<file path="config.mk">
export PLATFORM = sky130hd
export DESIGN_NAME = square_share_arb
export DESIGN_NICKNAME = d
export VERILOG_FILES = /design/src/rtl/square_share_arb_pkg.sv /design/src/rtl/square_share_arb_square_3bits.sv /design/src/rtl/square_share_arb.sv
export SDC_FILE = /design/constraint.sdc
export NUM_CORES = 1
export LEC_CHECK = 0
export BUFFER_PORTS_ARGS = -buffer_cell sky130_fd_sc_hd__buf_4
export CAP_MARGIN = 5
export CORE_ASPECT_RATIO = 1.2
export CORE_MARGIN = 1.5
export CORE_UTILIZATION = 25
export CTS_BUF_LIST = sky130_fd_sc_hd__clkbuf_16
export DETAILED_ROUTE_END_ITERATION = 12
export GPL_TIMING_DRIVEN = 1
export PLACE_DENSITY = 0.5
export SETUP_SLACK_MARGIN = 0.2
export SYNTH_ARGS = -nofsm -noshare
export SYNTH_HDL_FRONTEND = slang
export SYNTH_SLANG_ARGS = --single-unit
export TNS_END_PERCENT = 5
</file>
<file path="constraint.sdc">
create_clock -name clk -period 5.04 [get_ports clk]
set_input_delay 0.252 -clock clk [delete_from_list [all_inputs] [get_ports clk]]
set_output_delay 0.252 -clock clk [all_outputs]
set_load 0.01 [all_outputs]
</file>
<file path="src/rtl/square_share_arb_pkg.sv">
// Shared constants for the 3-bit squarer family: operand, result and
// requester-id widths used by the squarer and by the arbiter around it.
package square_share_arb_pkg;

  localparam int OP_W  = 3;  // squarer operand width
  localparam int RES_W = 6;  // squarer result width (7*7 = 49 fits)
  localparam int ID_W  = 3;  // requester index width (up to 8 requesters)

endpackage : square_share_arb_pkg

</file>
<file path="src/rtl/square_share_arb_square_3bits.sv">
// Purely combinational 3-bit squarer: y = a*a, zero-extended to 6 bits.
module square_3bits
  import square_share_arb_pkg::*;
(
  input  logic [OP_W-1:0]  a,
  output logic [RES_W-1:0] y
);

  // Widen before multiplying so the product is not truncated to 3 bits.
  assign y = RES_W'(a) * RES_W'(a);

endmodule : square_3bits

</file>
<file path="src/rtl/square_share_arb.sv">
// Round-robin arbiter that shares one 3-bit squarer among NREQ requesters.
// A grant is issued only when the single-entry result register is free
// (empty, or being drained this cycle); the winner's operand is squared and
// registered together with its index one cycle later.
module square_share_arb
  import square_share_arb_pkg::*;
#(
  parameter int NREQ = 4  // legal range 2..8
) (
  input  logic                 clk,
  input  logic                 rst,
  input  logic [NREQ-1:0]      req,
  input  logic [OP_W*NREQ-1:0] in_flat,
  output logic [NREQ-1:0]      gnt,
  output logic                 out_valid,
  input  logic                 out_ready,
  output logic [RES_W-1:0]     out_y,
  output logic [ID_W-1:0]      out_id
);

  localparam int PTR_W = (NREQ > 1) ? $clog2(NREQ) : 1;

  logic [PTR_W-1:0] ptr_q,       ptr_d;
  logic             out_valid_q, out_valid_d;
  logic [RES_W-1:0] out_y_q,     out_y_d;
  logic [ID_W-1:0]  out_id_q,    out_id_d;

  logic             slot_free;
  logic             any_gnt;
  logic [NREQ-1:0]  gnt_c;
  logic [ID_W-1:0]  win_id;
  logic [OP_W-1:0]  win_op;
  logic [RES_W-1:0] sq;
  int               idx;

  // Priority search starting at ptr, wrapping modulo NREQ; first requester wins.
  always_comb begin
    // NOTE: every variable gets a default before any branch so no latch is inferred.
    gnt_c     = '0;
    win_id    = '0;
    any_gnt   = 1'b0;
    idx       = 0;
    slot_free = !out_valid_q || out_ready;
    if (!rst && slot_free) begin
      for (int k = 0; k < NREQ; k++) begin
        idx = int'(ptr_q) + k;
        if (idx >= NREQ) idx = idx - NREQ;
        if (!any_gnt && req[idx]) begin
          any_gnt    = 1'b1;
          gnt_c[idx] = 1'b1;
          win_id     = ID_W'(idx);
        end
      end
    end
  end

  // One-hot AND-OR mux: only the granted requester's operand reaches the squarer.
  always_comb begin
    win_op = '0;
    for (int i = 0; i < NREQ; i++) begin
      if (gnt_c[i]) win_op = win_op | in_flat[OP_W*i +: OP_W];
    end
  end

  square_3bits u_square (
    .a (win_op),
    .y (sq)
  );

  // Next-state for the result register and round-robin pointer.
  always_comb begin
    ptr_d       = ptr_q;
    out_valid_d = out_valid_q;
    out_y_d     = out_y_q;
    out_id_d    = out_id_q;
    if (any_gnt) begin
      out_valid_d = 1'b1;
      out_y_d     = sq;
      out_id_d    = win_id;
      if (int'(win_id) == NREQ - 1) ptr_d = '0;
      else                          ptr_d = PTR_W'(win_id) + PTR_W'(1);
    end else if (out_ready) begin
      out_valid_d = 1'b0;
    end
  end

  // State register with synchronous reset; a held result is discarded on reset.
  always_ff @(posedge clk) begin
    // NOTE: sequential state uses non-blocking assignments so all flops update together.
    if (rst) begin
      ptr_q       <= '0;
      out_valid_q <= 1'b0;
      out_y_q     <= '0;
      out_id_q    <= '0;
    end else begin
      ptr_q       <= ptr_d;
      out_valid_q <= out_valid_d;
      out_y_q     <= out_y_d;
      out_id_q    <= out_id_d;
    end
  end

  assign gnt       = gnt_c;
  assign out_valid = out_valid_q;
  assign out_y     = out_y_q;
  assign out_id    = out_id_q;

endmodule : square_share_arb

</file>
==> results.toml <==
[run_status]
status = "finished clean"

[grt]
antenna_found_initial = 0
grt_pass1_wl_mm = 4.609
grt_max_degree = 14
grt_overflow = 0
grtUsageTotal_pct = 12.13
grt_pass1_vias = 987

[sta]
tightest_slew_ns = 0.6445
finClkSkew_ns = 0.001898
rsz0062_at_grt = "no"
slew_headroom_pct = 56.88
hold_violations = 0
max_freq_mhz = 252.6
slew_violations = 0
min_period_ns = 3.958
setup_viol = 0
whs_ns = 0.2474
fin_tns_setup_ns = 0
min_period_over_period_pct = 78.54

[yosys]
syn_nets = 154
yosysMostFrequentCell = "nand2_1"
synthCells = 125
ys_seq_elements = 11
ys_top_cells_by_area = "dfxtp_1 (21%), ha_1 (12%), mux4_2 (8.5%), nand2_1 (5.7%), a21boi_0 (4.9%)"
seq_area_frac_synth_pct = 20.73
syn_area_um2 = 1062
synth_common_cells = "nand2_1 (16), dfxtp_1 (11), ha_1 (10)"
synth_edf_count = 0
synth_ff_type = "dfxtp_1"
synth_area_leader_cell = "dfxtp_1"
synth.top_cell.area_share_pct = 20.73
synth_area_per_cell_um2 = 8.498
async_flop_share_pct = 0
synthDistinctLibCells = 42
yosysWarnings = 0

[placement]
dp_cells = 205
place.gp.congestion = 0.7780
io_buffers = 31
dpl.hpwl_mm = 2.185

[critical_path]
critPathLaunchType = "register"
critPathCaptureType = "register"
arrival_ns = 4.11
crit_type = "reg -> reg"
worstPathRequired_ns = 5.19
crit_fanout = 13

[clock_network]
clk_path_buf_depth = 2
cts_root_buf = "clkbuf_16"
htreeDepth = 1
cts_hold_buffers = 0
cts_resized = 0
postCtsSetupBuffers = 0
cts_buffers = 3
clk_pin_slew_ns = 0.04
insertion_delay_ns = 0.23
cts_num_sinks = 11
tritoncts = "built"

[final_layout]
final_cells = 209
fin_util_pct = 35.03
drive_above_1_share_pct = 27.74
syn_to_final_growth_pct = 32.04
seqCellArea_um2 = 220.2
multi_input_area_um2 = 777.0
antenna_cells = 0
nNetsFinal = 185
fill_cells = 460

[die]
dieArea_um2 = 4651
core_region_area_um2 = 4004
io_pins = 33
die_h_um = 74.41
fp.dieW_um = 62.51
rows = 25
initial_core_util_pct = 26.53

[detailed_routing]
dr.pass1.iters = 4
drc_errors = 0
wl_mm = 2.737
antenna_left = 0
via_per_inst = 4.833
wl_per_cell_um = 13.10
via_count = 1010
drtIter0Drc = 25

[power]
ir_worst_vdd_mv = 0.1350
leakagePower_nw = 0.6454
power.density_nw_per_um2 = 567.2
p_total_mw = 0.7956

[worst_hold_path]
hp-class = "in -> reg"

[job]
drv_cap = 0
## cells by family after synthesis
logic type	after synthesis	share of synthesized area [%]
xor+xnor	1	0.8247
buf+inv	12	6.125
compound gates	38	26.62
flops	11	20.73
simple gates	46	23.20
fa+ha+maj	10	11.78
mux	6	10.37
other cells	1	0.3530
## through the flow
stage          cell area, um2  setup slack (ns)
4_1_cts                  1403             1.073
5_1_grt                  1403            0.7479
2_1_floorplan            1062             1.488
6_report                 1403             1.082
3_3_place_gp             1324             1.202
3_5_place_dp             1324             1.087
## final timing paths
check / startpoint / cells after the start / endpoint / slack (ns)
max reg2reg: ptr_q[0]$_SDFFE_PP0P_ / 11 / out_y[4]$_SDFFE_PP0P_ / 1.08
min reg2reg: out_id[1]$_SDFFE_PP0P_ / 1 / out_id[1]$_SDFFE_PP0P_ / 0.45
min: rst / 2 / out_y[0]$_SDFFE_PP0P_ / 0.25
max: ptr_q[0]$_SDFFE_PP0P_ / 11 / out_y[4]$_SDFFE_PP0P_ / 1.08
## report_power, final
group	switching (mW)	internal, mW	leakage (nW)	total (mW)
clock	0.0366	0.104	0.0423	0.140
sequential	0.0430	0.122	0.0908	0.165
combinational	0.254	0.236	0.512	0.490
total	0.334	0.462	0.645	0.796
## layer usage
layer / wire length [um] / track usage, % / up-vias
li1: - / - / 516
met2: 1474 / 23.66 / 23
met1: 1123 / 13.82 / 469
met5: 0 / 0 / -
met4: 12 / 1.481 / 0
met3: 126 / 3.026 / 2
## area by class of cell
cell class / instances / share of cell area, %
timing repair buffer: 31 / 16.59
inverter: 7 / 1.873
sequential: 11 / 15.70
multi-input combinational: 102 / 55.40
tap: 54 / 4.817
clock buffer: 3 / 5.352
clock inverter: 1 / 0.2676
## state kept, by name (all words and copies together), names as in the netlist
name,flops
ptr_q,2
out_id,3
out_y,5
out_valid,1
## critical path: stages (launching register included)
cell and delay (ns):
dfxtp_1 0.68, inv_1 0.20, ha_1 0.42, mux4_2 0.66, a21o_1 0.22, o211ai_1 0.26, a21boi_1 0.11, or4_4 0.50
and2_1 0.18, ha_1 0.20, or3b_1 0.37, o221ai_1 0.07
## layout by cell type, fill, tap and decap left out, types with 2 or more instances in the layout
cell type,synthesis,routed
clkbuf_16,0,3
nor3b_1,2,2
inv_1,7,8
a21boi_0,7,7
o211ai_2,2,2
mux4_2,4,4
nand2_1,16,16
a2111o_1,2,2
nor2_1,9,9
a21oi_1,6,6
dfxtp_1,11,11
ha_1,10,10
o21ai_0,4,4
nand2b_1,2,2
and2_1,2,2
nor2b_1,3,3
mux2i_1,2,2
buf_4,1,31
a311oi_1,2,2
a21o_1,5,5
nand3_1,4,4
a21boi_1,2,2
No activity file was read; power rests on OpenSTA's default activity.
